**config.mk**
```make
export PLATFORM = sky130hd
export DESIGN_NAME = pc_sequencer_flat
export DESIGN_NICKNAME = d
export VERILOG_FILES = /design/src/rtl/pc_sequencer_if.sv /design/src/rtl/pc_sequencer.sv /design/src/flat_wrapper.sv
export SDC_FILE = /design/constraint.sdc
export NUM_CORES = 1
export LEC_CHECK = 0
export CORE_ASPECT_RATIO = 1.1
export CORE_MARGIN = 2
export CORE_UTILIZATION = 47
export DETAILED_ROUTE_END_ITERATION = 8
export GPL_ROUTABILITY_DRIVEN = 0
export PLACE_DENSITY = 0.77
export RECOVER_POWER = 25
export SYNTH_ARGS = -nofsm -noshare
export SYNTH_HDL_FRONTEND = slang
export SYNTH_SLANG_ARGS = --single-unit
```
**constraint.sdc**
```tcl
create_clock -name Clk -period 2.57 [get_ports Clk]
set_input_delay 0.514 -clock Clk [delete_from_list [all_inputs] [get_ports Clk]]
set_output_delay 0.514 -clock Clk [all_outputs]
set_load 0.03 [all_outputs]
```
**src/rtl/pc_sequencer_if.sv**
```systemverilog
// Control-flow handshake between the LC-3 main control FSM and the PC sequencer.
// The sequencer side is the slave; the control FSM (or a bench) is the master.
interface pc_sequencer_if;
  logic        Inc;
  logic        Start;
  logic [15:0] IR;
  logic [15:0] BaseR;
  logic        BEN;
  logic [15:0] PC;
  logic        R7_we;
  logic [15:0] R7_data;
  logic        Busy;
  logic        Done;
  logic        Taken;

  modport master (
    output Inc, Start, IR, BaseR, BEN,
    input  PC, R7_we, R7_data, Busy, Done, Taken
  );

  modport slave (
    input  Inc, Start, IR, BaseR, BEN,
    output PC, R7_we, R7_data, Busy, Done, Taken
  );
endinterface

```
**src/rtl/pc_sequencer.sv**
```systemverilog
// LC-3 program-counter owner: fetch increment, BR/JMP/RET/JSR/JSRR sequencing
// and the R7 link write.
//
// state   | meaning
// IDLE    | accepts Start (priority) or Inc
// BR_WAIT | lets the BEN register settle
// BR_EXEC | conditional PC-relative branch on BEN
// JMP     | PC <= latched base register
// LINK    | R7 <= current PC
// JSR_TGT | PC <= PC+offset11 or latched base register
// DONE    | one-cycle completion pulse
module pc_sequencer #(
  parameter logic [15:0] RESET_PC = 16'h0000
) (
  input logic         Clk,
  input logic         Reset,
  pc_sequencer_if.slave bus
);

  typedef enum logic [2:0] {
    IDLE    = 3'd0,
    BR_WAIT = 3'd1,
    BR_EXEC = 3'd2,
    JMP     = 3'd3,
    LINK    = 3'd4,
    JSR_TGT = 3'd5,
    DONE    = 3'd6
  } state_t;

  state_t      state, state_nxt;
  logic [15:0] pc_q, pc_nxt;
  logic [11:0] ir_q, ir_nxt;
  logic [15:0] base_q, base_nxt;
  logic        taken_q, taken_nxt;
  logic        r7_we;
  logic [15:0] off9, off11;

  assign off9  = {{7{ir_q[8]}}, ir_q[8:0]};
  assign off11 = {{5{ir_q[10]}}, ir_q[10:0]};

  always_ff @(posedge Clk) begin
    if (Reset) begin
      state   <= IDLE;
      pc_q    <= RESET_PC;
      ir_q    <= '0;
      base_q  <= '0;
      taken_q <= 1'b0;
    end else begin
      state   <= state_nxt;
      pc_q    <= pc_nxt;
      ir_q    <= ir_nxt;
      base_q  <= base_nxt;
      taken_q <= taken_nxt;
    end
  end

  always_comb begin
    state_nxt = state;
    pc_nxt    = pc_q;
    ir_nxt    = ir_q;
    base_nxt  = base_q;
    taken_nxt = taken_q;
    r7_we     = 1'b0;
    case (state)
      IDLE: begin
        if (bus.Start) begin
          ir_nxt    = bus.IR[11:0];
          base_nxt  = bus.BaseR;
          taken_nxt = 1'b0;
          case (bus.IR[15:12])
            4'b0000: state_nxt = BR_WAIT;
            4'b1100: state_nxt = JMP;
            4'b0100: state_nxt = LINK;
            default: state_nxt = DONE;
          endcase
        end else if (bus.Inc) begin
          pc_nxt = pc_q + 16'd1;
        end
      end
      BR_WAIT: state_nxt = BR_EXEC;
      BR_EXEC: begin
        if (bus.BEN) begin
          pc_nxt    = pc_q + off9;
          taken_nxt = 1'b1;
        end
        state_nxt = DONE;
      end
      JMP: begin
        pc_nxt    = base_q;
        taken_nxt = 1'b1;
        state_nxt = DONE;
      end
      LINK: begin
        r7_we     = 1'b1;
        state_nxt = JSR_TGT;
      end
      JSR_TGT: begin
        // base_q was captured at Start, before the link write, so JSRR R7 returns to the old R7
        pc_nxt    = ir_q[11] ? (pc_q + off11) : base_q;
        taken_nxt = 1'b1;
        state_nxt = DONE;
      end
      DONE:    state_nxt = IDLE;
      default: state_nxt = IDLE;
    endcase
  end

  assign bus.PC      = pc_q;
  assign bus.R7_we   = r7_we;
  assign bus.R7_data = r7_we ? pc_q : 16'h0000;
  assign bus.Busy    = (state != IDLE);
  assign bus.Done    = (state == DONE);
  assign bus.Taken   = taken_q;

endmodule

```
**src/flat_wrapper.sv**
```systemverilog
// flat-port wrapper written by rule: the top's interface ports become plain ports
module pc_sequencer_flat 
#(
  parameter logic [15:0] RESET_PC = 16'h0000
)
  (Clk, Reset, bus_Inc, bus_Start, bus_IR, bus_BaseR, bus_BEN, bus_PC, bus_R7_we, bus_R7_data, bus_Busy, bus_Done, bus_Taken);
  pc_sequencer_if bus_i ();
  input logic Clk;
  input logic Reset;
  input wire logic [$bits(bus_i.Inc)-1:0] bus_Inc;
  input wire logic [$bits(bus_i.Start)-1:0] bus_Start;
  input wire logic [$bits(bus_i.IR)-1:0] bus_IR;
  input wire logic [$bits(bus_i.BaseR)-1:0] bus_BaseR;
  input wire logic [$bits(bus_i.BEN)-1:0] bus_BEN;
  output wire logic [$bits(bus_i.PC)-1:0] bus_PC;
  output wire logic [$bits(bus_i.R7_we)-1:0] bus_R7_we;
  output wire logic [$bits(bus_i.R7_data)-1:0] bus_R7_data;
  output wire logic [$bits(bus_i.Busy)-1:0] bus_Busy;
  output wire logic [$bits(bus_i.Done)-1:0] bus_Done;
  output wire logic [$bits(bus_i.Taken)-1:0] bus_Taken;
  assign bus_i.Inc = bus_Inc;
  assign bus_i.Start = bus_Start;
  assign bus_i.IR = bus_IR;
  assign bus_i.BaseR = bus_BaseR;
  assign bus_i.BEN = bus_BEN;
  assign bus_PC = bus_i.PC;
  assign bus_R7_we = bus_i.R7_we;
  assign bus_R7_data = bus_i.R7_data;
  assign bus_Busy = bus_i.Busy;
  assign bus_Done = bus_i.Done;
  assign bus_Taken = bus_i.Taken;
  pc_sequencer #(.RESET_PC(RESET_PC)) u_core (.Clk(Clk), .Reset(Reset), .bus(bus_i));
endmodule
```
==> impl_metrics.csv, run 1 <==
group,metric,value,unit
sta,setup_ws,-0.03596,ns
floorplanning,ios,73,
synthesis,yosys_most_used_dff,"dfxtp_1",
cts,tritoncts,"done",
synthesis,syn_inst,462,
global_route,antenna_found_initial,0,
synthesis,ys_warn_count,0,
sta,tns,-0.1382,ns
synthesis,synth-adder-area-share,0.09193,
route,drt_iter0_drc,233,
global_route,grt_use_met1,0.3101,
layout,antennaDiodeCount,0,
synthesis,synthArstFlopShare,0,
global_route,top_usage_layer,"met2",
synthesis,synth-seq-cells,48,
cts,numClockSinks,48,
cts,clock_path_buffers,2,
layout,final_cell_mix,"76 x nand2_1, 56 x buf_4, 53 x a21oi_1, 53 x clkdlybuf4s50_1, 46 x dfxtp_1",
route,vias_per_cell,5.870,
global_route,grt.total_usage,0.2565,
layout,nNetsFinal,629,
cts,clkTransAtPathRegs,0.10,ns
sta,max_freq,383.7,MHz
layout,drive_gt1_frac,0.2060,
synthesis,ys_types,64,
global_route,met2_usage,0.4536,
critical_path,crit_arrival,2.80,ns
sta,fin_crit_sh,1.014,
route,routed_wl,10.82,mm
critical_path,r2r_setup_slack,-0.04,ns
synthesis,synthTopCellsByArea,"dfxtp_1 27%, nand2_1 8.2%, ha_1 8.1%",
floorplanning,initial_core_util,0.4825,
outcome,violations,"negative setup slack",
route,ant_nets,0,
worst_hold_path,hp-class,"reg -> reg",
synthesis,synth_top_area_share,0.2695,
synthesis,synth_compound_area_frac,0.2667,
synthesis,yosysTopAreaCell,"dfxtp_1",
power_and_ir_drop,ir_drop,315.4,uV
floorplanning,fp.dieW,87.05,microns
route,vias,3845,
critical_path,path_class,"reg -> reg",
power_and_ir_drop,power_leakage,2.014,nW
synthesis,synth_edf_count,0,
critical_path,crit_required,2.77,ns
cts,hold_buffers,0,
cts,clkLatencyLatePin,0.31,ns
route,remaining_drc_errors,0,
global_route,grt_overflow,0,
placed_design,io_buffers,72,
sta,slew_headroom,0.6281,
floorplanning,rows,33,
route,wire_per_inst,16.53,microns
synthesis,synth_simple_gate_area_share,0.2628,
sta,fin_skew,0.006591,ns
floorplanning,coreArea,7391,sq um
cts,cts_root_buffer,"clkbuf_8",
power_and_ir_drop,finalPower,2.482,mW
synthesis,synth_top_family_by_area,"compound AO/OA/AOI/OAI gates",
flow_run,cap_violations,0,
global_route,grt_pass1_vias,3570,
critical_path,end_kind,"flip-flop",
layout,final_common_cell,"nand2_1",
cts,htreeDepth,2,
sta,maxSlewViolCount,0,
placed_design,detailed_place_hpwl,8.036,mm
synthesis,postSynthNetCount,524,
power_and_ir_drop,p_per_area,506.0,nW/um^2
sta,hold_slack,0.4618,ns
outcome,outcome,"finished with violations",
global_route,grt_max_degree,30,
sta,worst-slew-pin-transition,0.5578,ns
critical_path,cp_max_fo,6,
sta,finalSetupViolations,7,
synthesis,muxShareOfSynthArea,0.02526,
layout,area_delta_synth_final,37.58,%
synthesis,syn_avg_cell_area,7.718,sq um
synthesis,synthesis.area,3566,sq um
floorplanning,fp.dieArea,8301,sq um
cts,cts-buffers-inserted,5,
sta,min_period,2.606,ns
sta,rsz0062_at_grt,"true",
sta,finalHoldViolations,0,
route,dr.pass1.iters,5,
floorplanning,die_h,95.36,microns
synthesis,synth-xor-area-share,0.04667,
global_route,use_met3,0.03117,
synthesis,ys_seq_area_frac,0.2695,
critical_path,cp-start-kind,"flip-flop",
global_route,grt_pass1_wl,16.78,mm
-- routing by layer --
metal,wire [microns],share of wire
met3,652,0.060
met2,5384,0.50
met4,398,0.037
met5,0,0
met1,4389,0.41
-- critical path, stage by stage, from the launching register on --
cell	delay, ns
dfxtp_2	0.35
nor3_4	0.31
nand2_2	0.12
fa_2	0.38
nor2b_2	0.14
o211ai_1	0.10
buf_4	0.16
o2bb2ai_4	0.15
buf_4	0.15
mux2i_1	0.12
or2_1	0.22
a221oi_2	0.23
nor3_1	0.08
-- stage by stage --
step / instances / utilization / setup slack [ns] / cell area (sq um)
floorplan: 462 / - / -0.01093 / 3583
global placement: 639 / 0.6194 / -0.06830 / 4578
detailed placement: 639 / 0.6194 / -0.1719 / 4578
CTS: 653 / 0.6521 / -0.04279 / 4820
global route: 655 / 0.6638 / -0.2104 / 4906
finish: 655 / 0.6638 / -0.03596 / 4906
-- state kept, by name (all words and copies together) (netlist names) --
register / count
u_core.base_q: 16
u_core.bus.PC: 16
u_core.ir_q: 12
u_core.state: 3
u_core.bus.Taken: 1
-- power by group --
part	leakage (nW)	switching, mW	internal, mW
Combinational	1.57	0.561	0.440
Sequential	0.393	0.0890	0.819
Clock	0.0548	0.281	0.293
-- layout make-up --
type / instances / area (sq um)
repair buffers: 117 / 1041
clock inverters: 3 / 46.29
clock buffers: 5 / 68.82
flip-flops and latches: 48 / 963.4
well taps: 87 / 108.9
inverters: 12 / 45.04
fillers: 655 / 2485
multi-input cells: 383 / 2633
-- cells in the mapped netlist, types with 3 or more instances --
library cell  instances
or2_2                 4
buf_2                 4
a221oi_1              4
a22oi_1               4
nand3_1               5
nor4_1                3
ha_1                 23
a31oi_1               5
clkbuf_1             11
inv_1                12
o21a_1                7
xnor2_1              12
dfxtp_1              48
nand2_1              78
a21oi_1              54
o31ai_1               4
nor3_1               14
o211ai_1              5
o21ai_1               3
xor2_1                7
mux2i_1               9
a211oi_1             10
and3_1                3
nand2b_1              5
a21o_1                6
a311oi_1              3
nor2_1               33
o21ai_0              13
and2_1               28
-- timing repair --
action,CTS,global route
pin swaps,11,11
setup endpoints to repair,7,10
setup buffers,6,3
gates resized for setup,19,13
-- final timing paths --
path / start / endpoint / cells after the start
hold reg to reg: u_core.base_q[12] / u_core.base_q[12] / 2
hold / removal: u_core.base_q[12] / u_core.base_q[12] / 2
setup reg to reg: u_core.state[2] / u_core.bus.PC[12] / 12
setup / recovery: u_core.state[2] / u_core.bus.PC[12] / 12
-- cell families (layout without fill, tap and decap cells) --
| family | after synthesis | after routing |
|---|---|---|
| and+or+nand+nor | 192 | 192 |
| AOI/OAI and AO/OA | 138 | 138 |
| DFF | 48 | 48 |
| buffers and inverters | 31 | 137 |
| adders and majority gates | 25 | 25 |
| xor gates and xnor gates | 19 | 19 |
| muxes | 9 | 9 |
(Power assumes the default switching activity.)
==> run 2: changes to the inputs <==
Settings changed: PLACE_DENSITY 0.77 to 0.82, TNS_END_PERCENT from default to 10.
==> run 2 against run 1 <==
Net effect: the run still ends with negative setup slack left; utilization down 0.96 points; critical endpoint unchanged; clock-buffer cell count rose by 3; worst setup slack worse by 0.068 ns; register-to-register slack got worse by 0.07 ns; highest routed layer unchanged; non-clock buffer count decreased by 3; die area stayed put.
==> impl_metrics.csv, run 2 (synthesized netlist as in run 1, its figures left out) <==
group,metric,value,unit
outcome,outcome,"finished with violations",
floorplanning,fp.dieArea,8301,sq um
floorplanning,fp.dieW,87.05,microns
critical_path,crit_arrival,2.87,ns
worst_hold_path,whs_path_depth,2,
global_route,grt_pass1_vias,3756,
flow_run,cap_violations,0,
global_route,antenna_found_initial,0,
power_and_ir_drop,p_per_area,495.7,nW/um^2
cts,clock_path_buffers,2,
cts,cts-buffers-inserted,5,
floorplanning,initial_core_util,0.4825,
route,dr.pass1.iters,5,
sta,fin_skew,0.009068,ns
sta,finalSetupViolations,6,
critical_path,cp-start-kind,"flip-flop",
placed_design,dpl_worst_slack,-0.1490,ns
sta,setup_ws,-0.1039,ns
layout,design_area,4835,sq um
worst_hold_path,hp-class,"reg -> reg",
route,vias,3941,
floorplanning,rows,33,
outcome,violations,"negative setup slack",
route,remaining_drc_errors,0,
critical_path,path_class,"reg -> reg",
layout,reg.largest.list,"u_core.base_q x16, u_core.bus.PC x16, u_core.ir_q x12",
route,vias_per_cell,6.044,
route,wire_per_inst,16.97,microns
power_and_ir_drop,power_leakage,1.970,nW
power_and_ir_drop,finalPower,2.397,mW
layout,finalNonFillerCells,652,
cts,numClockSinks,48,
cts,cts_root_buffer,"clkbuf_8",
layout,nNetsFinal,626,
layout,antennaDiodeCount,0,
power_and_ir_drop,ir_drop,321.0,uV
layout,area_delta_synth_final,35.58,%
layout,final_common_cell,"nand2_1",
global_route,grt.total_usage,0.2657,
route,drt_iter0_drc,304,
critical_path,cp_max_fo,8,
sta,worst-slew-pin-transition,0.7339,ns
cts,tritoncts,"done",
critical_path,ff2ff_path_depth,11,
global_route,grt_max_degree,30,
global_route,grt_pass1_wl,17.45,mm
cts,htreeDepth,2,
placed_design,io_buffers,72,
route,ant_nets,0,
sta,min_period,2.674,ns
sta,finalHoldViolations,0,
layout,nFillCells,659,
layout,final_cell_mix,"77 x nand2_1, 56 x buf_4, 54 x clkdlybuf4s50_1",
critical_path,end_kind,"flip-flop",
cts,hold_buffers,0,
sta,fin_crit_sh,1.040,
layout,drive_gt1_frac,0.2035,
sta,max_freq,374.0,MHz
cts,clkLatencyLatePin,0.31,ns
placed_design,place_area,4558,sq um
route,routed_wl,11.06,mm
floorplanning,die_h,95.36,microns
sta,slew_headroom,0.5107,
floorplanning,ios,73,
sta,maxSlewViolCount,0,
cts,clkTransAtPathRegs,0.09,ns
placed_design,detailed_place_hpwl,8.028,mm
critical_path,crit_required,2.76,ns
global_route,grt_overflow,0,
placed_design,numPlacedInstances,638,
floorplanning,coreArea,7391,sq um
sta,rsz0062_at_grt,"true",
==> run 2: cell type report <==
| cell class | instances | area, sq um | share of cell area |
|---|---|---|---|
| inverter | 12 | 45.04 | 0.009317 |
| timing repair buffer | 114 | 992.2 | 0.2052 |
| multi-input combinational | 383 | 2634 | 0.5448 |
| tap | 87 | 108.9 | 0.02252 |
| clock buffer | 8 | 90.09 | 0.01863 |
| sequential | 48 | 964.7 | 0.1995 |
==> run 2: critical path: stages, from the launching register on <==
cell and delay (ns):
dfxtp_2 0.34, nor3_4 0.32, nand2_2 0.12, fa_2 0.39
nor2b_2 0.14, o211ai_1 0.15, o2bb2ai_2 0.20, buf_4 0.17
mux2i_4 0.18, or2_1 0.23, a221oi_2 0.23, nor3_1 0.08
==> run 2: worst paths after layout <==
path / from / endpoint / slack, ns
setup reg to reg: u_core.state[2] / u_core.bus.PC[12] / -0.10
hold reg to reg: u_core.base_q[6] / u_core.base_q[6] / 0.47
hold / removal: u_core.base_q[6] / u_core.base_q[6] / 0.47
setup / recovery: u_core.state[2] / u_core.bus.PC[12] / -0.10
==> run 2: where the power goes <==
| group | leakage (nW) | total [mW] | internal, mW | switching [mW] |
|---|---|---|---|---|
| clock network | 0.0455 | 0.479 | 0.220 | 0.259 |
| registers | 0.394 | 0.906 | 0.819 | 0.0866 |
| logic | 1.53 | 1.01 | 0.436 | 0.575 |
| total | 1.97 | 2.40 | 1.48 | 0.921 |
==> run 2: stage by stage <==
step | setup TNS (ns) | hold slack (ns) | utilization
2_1_floorplan | -0.01577 | 0.4357 | -
3_3_place_gp | -0.05793 | 0.4459 | 0.6167
3_5_place_dp | -0.6441 | 0.4554 | 0.6167
4_1_cts | -0.2813 | 0.4690 | 0.6413
5_1_grt | -1.291 | 0.4897 | 0.6541
6_report | -0.2929 | 0.4667 | 0.6541
==> run 2: per-layer routing <==
layer	track usage	wire length, microns	vias up
li1	-	-	1869
met1	0.3126	4253	1841
met2	0.4631	5518	195
met3	0.04935	907	36
met4	0.1250	383	0
met5	0	0	-
==> run 2: timing repair <==
action	in CTS	in global routing
pin swaps	12	8
setup endpoints to repair	7	11
setup buffers	6	0
endpoints found under the hold margin	0	0
gates resized for setup	12	20
